--- config.mk ---
export PLATFORM = sky130hd
export DESIGN_NAME = fp_round_pack
export DESIGN_NICKNAME = d
export VERILOG_FILES = /design/src/rtl/fp_pkg.sv /design/src/rtl/fp_rne_round.sv /design/src/rtl/fp_round_pack.sv
export SDC_FILE = /design/constraint.sdc
export NUM_CORES = 1
export LEC_CHECK = 0
export ABC_AREA = 1
export BUFFER_PORTS_ARGS = -buffer_cell sky130_fd_sc_hd__buf_4
export CORE_ASPECT_RATIO = 0.7
export CORE_MARGIN = 5
export CORE_UTILIZATION = 50
export CTS_CLUSTER_SIZE = 14
export DETAILED_ROUTE_END_ITERATION = 7
export GPL_ROUTABILITY_DRIVEN = 0
export MAX_ROUTING_LAYER = met4
export PLACE_DENSITY = 0.83
export SYNTH_ARGS = -nofsm -noshare
export SYNTH_HDL_FRONTEND = slang
export SYNTH_SLANG_ARGS = --single-unit
export TNS_END_PERCENT = 5
--- constraint.sdc ---
create_clock -name clk -period 2.7 [get_ports clk]
set_input_delay 0.135 -clock clk [delete_from_list [all_inputs] [get_ports clk]]
set_output_delay 0.135 -clock clk [all_outputs]
set_load 0.05 [all_outputs]
--- src/rtl/fp_pkg.sv ---
// Shared single-precision constants and the S1->S2 pipeline payload
// for the divider round/pack back end.
package fp_pkg;

  localparam int FP_BIAS    = 127;
  localparam int FP_EXP_MAX = 255;
  localparam logic [31:0] FP_QNAN    = 32'h7FC0_0000;
  localparam logic [31:0] FP_POS_INF = 32'h7F80_0000;

  localparam int FP_SIG_W   = 24;  // significand incl. hidden bit
  localparam int FP_FRAC_W  = 23;
  localparam int FP_EXP_W   = 8;
  localparam int IN_EXP_W   = 10;
  localparam int IN_MANT_W  = 28;
  localparam int EXP_W      = IN_EXP_W + 1;  // headroom for +/-1 adjustments

  typedef struct packed {
    logic                 sign;
    logic [EXP_W-1:0]     exp;
    logic [FP_SIG_W-1:0]  sig;
    logic                 carry;
    logic                 inexact;
    logic                 nan;
    logic                 zero_div;
    logic                 inf;
    logic                 zero;
  } s1_t;

endpackage

--- src/rtl/fp_rne_round.sv ---
// Round-to-nearest-even increment on a 24-bit significand.
module fp_rne_round
  import fp_pkg::*;
(
  input  logic [FP_SIG_W-1:0] sig_i,
  input  logic                guard_i,
  input  logic                sticky_i,
  output logic [FP_SIG_W-1:0] sig_o,
  output logic                carry_o,
  output logic                inexact_o
);

  logic inc;

  assign inc                = guard_i & (sticky_i | sig_i[0]);
  assign {carry_o, sig_o}   = {1'b0, sig_i} + {{FP_SIG_W{1'b0}}, inc};
  assign inexact_o          = guard_i | sticky_i;

endmodule

--- src/rtl/fp_round_pack.sv ---
// Two-stage normalise/round (S1) and renormalise/range-check/pack (S2)
// back end for the FP divider, with valid/ready flow control.
module fp_round_pack
  import fp_pkg::*;
(
  input  logic                 clk,
  input  logic                 rst,
  input  logic                 in_valid,
  output logic                 in_ready,
  input  logic                 in_sign,
  input  logic [IN_EXP_W-1:0]  in_exp,
  input  logic [IN_MANT_W-1:0] in_mant,
  input  logic                 in_sticky,
  input  logic                 in_nan,
  input  logic                 in_inf,
  input  logic                 in_zero,
  input  logic                 in_zero_div,
  output logic                 out_valid,
  input  logic                 out_ready,
  output logic [31:0]          out_result,
  output logic                 out_overflow,
  output logic                 out_underflow,
  output logic                 out_inexact,
  output logic                 out_zero_division
);

  localparam logic signed [EXP_W-1:0] EXP_MAX_S = EXP_W'(FP_EXP_MAX);
  localparam logic signed [EXP_W-1:0] EXP_MIN_S = '0;

  logic       s1_valid_q, s2_valid_q;
  logic       s2_adv;
  s1_t        s1_q, s1_d;

  logic [IN_MANT_W-1:0] m_n;
  logic [EXP_W-1:0]     exp_sx, exp_n;
  logic [FP_SIG_W-1:0]  sig_r;
  logic                 carry_r, inexact_r;

  assign s2_adv   = !s2_valid_q || out_ready;
  assign in_ready = !s1_valid_q || s2_adv;

  // ---------------- S1: normalise and round ----------------
  assign exp_sx = {in_exp[IN_EXP_W-1], in_exp};

  always_comb begin
    m_n   = in_mant;
    exp_n = exp_sx;
    if (!in_mant[IN_MANT_W-1]) begin
      m_n   = {in_mant[IN_MANT_W-2:0], 1'b0};
      exp_n = exp_sx - EXP_W'(1);
    end
  end

  fp_rne_round u_rne (
    .sig_i     (m_n[27:4]),
    .guard_i   (m_n[3]),
    .sticky_i  ((|m_n[2:0]) | in_sticky),
    .sig_o     (sig_r),
    .carry_o   (carry_r),
    .inexact_o (inexact_r)
  );

  always_comb begin
    s1_d          = '0;
    s1_d.sign     = in_sign;
    s1_d.exp      = exp_n;
    s1_d.sig      = sig_r;
    s1_d.carry    = carry_r;
    s1_d.inexact  = inexact_r;
    s1_d.nan      = in_nan;
    s1_d.zero_div = in_zero_div;
    s1_d.inf      = in_inf;
    s1_d.zero     = in_zero;
  end

  always_ff @(posedge clk) begin
    if (rst)           s1_valid_q <= 1'b0;
    else if (in_ready) s1_valid_q <= in_valid;
    if (in_valid && in_ready) s1_q <= s1_d;
  end

  // ---------------- S2: renormalise, range check, pack ----------------
  logic signed [EXP_W-1:0]  exp_f;
  logic [FP_FRAC_W-1:0]     frac_f;
  logic [31:0]              res_d;
  logic                     ovf_d, unf_d, inx_d, zd_d;

  // A carry out means the rounded sig is all zeros; shifting {1,sig} right
  // by one leaves 0x800000, whose fraction bits are sig[23:1].
  assign exp_f  = s1_q.exp + EXP_W'(s1_q.carry);
  assign frac_f = s1_q.carry ? s1_q.sig[FP_SIG_W-1:1] : s1_q.sig[FP_FRAC_W-1:0];

  always_comb begin
    res_d = {s1_q.sign, exp_f[FP_EXP_W-1:0], frac_f};
    ovf_d = 1'b0;
    unf_d = 1'b0;
    inx_d = s1_q.inexact;
    zd_d  = 1'b0;
    if (exp_f >= EXP_MAX_S) begin
      res_d = {s1_q.sign, 8'hFF, 23'h0};
      ovf_d = 1'b1;
      inx_d = 1'b1;
    end else if (exp_f <= EXP_MIN_S) begin
      res_d = {s1_q.sign, 31'h0};
      unf_d = 1'b1;
      inx_d = 1'b1;
    end
    if (s1_q.nan || s1_q.zero_div || s1_q.inf || s1_q.zero) begin
      ovf_d = 1'b0;
      unf_d = 1'b0;
      inx_d = 1'b0;
      if (s1_q.nan) begin
        res_d = FP_QNAN;
      end else if (s1_q.zero_div) begin
        res_d = {s1_q.sign, FP_POS_INF[30:0]};
        zd_d  = 1'b1;
      end else if (s1_q.inf) begin
        res_d = {s1_q.sign, FP_POS_INF[30:0]};
      end else begin
        res_d = {s1_q.sign, 31'h0};
      end
    end
  end

  always_ff @(posedge clk) begin
    if (rst) begin
      s2_valid_q        <= 1'b0;
      out_result        <= '0;
      out_overflow      <= 1'b0;
      out_underflow     <= 1'b0;
      out_inexact       <= 1'b0;
      out_zero_division <= 1'b0;
    end else if (s2_adv) begin
      s2_valid_q <= s1_valid_q;
      if (s1_valid_q) begin
        out_result        <= res_d;
        out_overflow      <= ovf_d;
        out_underflow     <= unf_d;
        out_inexact       <= inx_d;
        out_zero_division <= zd_d;
      end
    end
  end

  assign out_valid = s2_valid_q;

endmodule
==> results.md <==
- R2R Path Start: s1_q[5]
- Netlist Area Pre-Place: 4600 µm²
- Sinks on Clock Net: 80
- Post-DP HPWL: between 8000 and 9000 µm
- Die Span Y: 90.2 µm
- Core ar.: 9030 µm²
- Final ANT Viol Nets: 0
- Max H-tree Level: 3
- TNS Setup: 0 ns
- Worst-path maximum fanout: 23
- Period utilisation layout: roughly 88%
- Final setup vio count: 0
- Routed via count: 4,179
- Peak VDD IR: 0.000354 V
- Syn_nets: 630
- Global-route wire length before repair: 18,600 µm
- Grt met2 use: ~29%
- Hold Crit Class: input port to register
- Met3 GRT Util: 4.86%
- Max-slew headroom: 54.3%
- Asr flop ratio synth: 0%
- Crit path time final: 2.36 ns
- Maximum clock insertion buffer count: 2
- R2R Setup Slk: roughly 0.34 ns
- Worst Path Arrival: approximately 2.6 ns
- Fmax achieved: 0.423 GHz
- DP Area: 5290 µm²
- Most frequent cells in the layout: nand2_1, buf_4, inv_1
- Die area: 11,200 µm²
- Final Hold Fails: 0
- Distinct cells, synth: ~40
- Starting Density: approximately half
- Root Driver: clkbuf_16
- Largest net degree at the start of global routing: 47
- DRT Wirelength: between 10,000 and 15,000 µm
- # rows: 29
- IO Port Bufs: 85
- Fin worst setup slack: 0.335 ns
- Area of the multi-input gates: ~2200 µm²
- Worst-margin pin slew: 0.678 ns
- GRT Overall Usage: 20.3%
- Synth-to-Final Area Change: 22.3%
- CP startpoint: s1_q[5]
- Global route hottest layer: met1
- Setup CP Type: register to register
- Fin area: 5620 µm²
- RSZ-0062 raised after global routing: false
- Final Skew: around 0.012 ns
- Status: complete, no violations
- PwrDens: ~530 nW/µm²
- Worst skew pair latency: 0.34 ns
- Most common cell after layout, fill and taps aside: nand2_1
- Predominant post-synthesis flop cell: edfxtp_1
- DIE WIDTH: around 120 µm
- Startpoint Class: register
- Max Slew Vio Count: 0
- Nets: 712
- Worst R2R Path Depth: 13
- Switching power: ~0.00080 W
- First-pass DRT Iterations: 5
- DR vias/cell: 5.30
- Yosys reg bits: 80
- Cells after Synth: 578
- Int Pwr: 0.00216 W
- Post-CTS setup buffer count: 0
- DR iter-0 viols: approximately 450
- CTS tree: done
- Layout cells sized above 1: between 20% and 30%
- Register area: 2020 µm²
- Vias in the first global route: 3,836
- Layout Utilization: 62.2%
- Post-synth EDFFs: 42
- Syn_area_per_cell: between 7 and 8 µm²
- Worst Setup End Kind: register
- Seq pwr share: 46.7%
- DRC Markers: 0
- Max Cap Viol: 0
- Ant. Diodes: 0
- Total gr overflow: 0
- Most used cell, CP: nand2_1
- Synth warn: 0
- Dpl ws: 0.146 ns
- Crit path capture: out_result[12]
- Register area share after synthesis: 44.0%
- Slowest CP cell: edfxtp_1
- I/O pins: 86
- Net Sw Frac: about 27%
- DR WL/cell: about 14 µm
- Initial antenna violation count: 0
- GR Layer Usage met1: 29.3%
- Worst-path cell chain: ha_1 -> ha_1 -> nand2_1 -> inv_1 -> nand2_1 -> nand2_1 -> inv_1 -> a21oi_1 -> nand3_1 -> nor2_1 -> nor2_4 -> nand4_1 -> a21oi_1
- Fill cells: 757
- Reg-to-reg endpoint: out_result[12]
- CTS Buf Count: 9
- Clock power share: 37.4%
- Max stage delay on crit path: 0.41 ns
- Comb pwr share: between 10% and 20%
- CTS clk-pin slew, worst paths: 0.06 ns
- Leakage: ~2.4 nW
- WP data required: 2.96 ns
## critical path, delay by kind of cell, from the launching register on
family,cells,cell delay [ns]
simple gates,7,0.97
fa+ha+maj,2,0.52
flops,1,0.41
compound gates,2,0.22
buf+inv,2,0.17
## per-stage QoR
step           cells  power (W)  hold WS (ns)
2_1_floorplan    578    0.00171         0.234
3_3_place_gp     768    0.00184         0.314
3_5_place_dp     768    0.00186         0.315
4_1_cts          789    0.00297        0.0821
5_1_grt          789    0.00309         0.103
6_report         789    0.00296        0.0768
## per-layer routing
metal / share of wire [%] / wire length (µm) / vias to the layer above
met3: 8.7 / 956 / 17
met2: 42 / 4590 / 220
met5: 0 / 0 / -
met4: 1.2 / 129 / 0
li1: - / - / 2088
met1: 48 / 5330 / 1854
## synthesized netlist by cell type (5+ instances only)
library cell | count | area share, %
nand4_1 | 30 | 4.1
edfxtp_1 | 42 | 27
nand2_1 | 123 | 10
nor2_1 | 48 | 3.9
xor2_1 | 25 | 4.8
xnor2_1 | 8 | 1.5
or2_2 | 9 | 1.2
o21ai_0 | 33 | 3.6
o21ai_1 | 5 | 0.54
nand2_2 | 14 | 1.9
nor3_1 | 6 | 0.65
dfxtp_1 | 38 | 17
nand3_1 | 21 | 2.3
a21oi_1 | 52 | 5.7
nor2_2 | 9 | 1.2
clkbuf_1 | 12 | 0.98
inv_1 | 53 | 4.3
## power by group through the flow
stage | Combinational [W] | Sequential [W] | Clock (W)
global route | 0.000519 | 0.00139 | 0.00118
finish | 0.000470 | 0.00138 | 0.00111
CTS | 0.000465 | 0.00138 | 0.00112
floorplan | 0.000269 | 0.00144 | 0
global placement | 0.000440 | 0.00140 | 0
detailed placement | 0.000455 | 0.00140 | 0
## kinds of logic (layout without fill, tap and decap cells)
| logic type | count (synthesis) | after routing | share of synthesized area, % |
|---|---|---|---|
| fa+ha+maj | 4 | 4 | 1.09 |
| xor+xnor | 33 | 33 | 6.29 |
| simple gates | 278 | 278 | 28.9 |
| mux | 3 | 3 | 0.653 |
| compound gates | 99 | 99 | 11.4 |
| buf+inv | 81 | 168 | 7.68 |
| flops | 80 | 80 | 44.0 |
## worst min path at each step
stage / startpoint / to / slack (ns) / cells past startpoint
global placement: in_inf / s1_q[1] / 0.31 / 1
floorplan: in_zero / s1_q[0] / 0.23 / 0
global route: in_exp[9] / s1_q[40] / 0.10 / 2
CTS: in_valid / s1_valid_q / 0.08 / 3
detailed placement: in_inf / s1_q[1] / 0.32 / 1
finish: in_valid / s1_valid_q / 0.08 / 3
## state kept, by name (all words and copies together), names as in the netlist
signal,count
out_result,32
out_zero_division,1
s1_valid_q,1
out_underflow,1
s1_q,42
out_overflow,1
out_valid,1
out_inexact,1
## layout make-up
cell class / count / area share, %
flip-flops and latches: 80 / 36.0
repair buffers: 95 / 12.9
clock inverters: 5 / 0.534
inverters: 57 / 3.81
well taps: 124 / 2.76
clock buffers: 11 / 4.32
multi-input cells: 417 / 39.7
## repair_timing
item	4_1_cts	5_1_grt
setup endpoints to repair	0	30
hold buffers	5	0
gates resized for setup	0	2
endpoints found under the hold margin	5	0
Power figures use the tool's default switching activity.
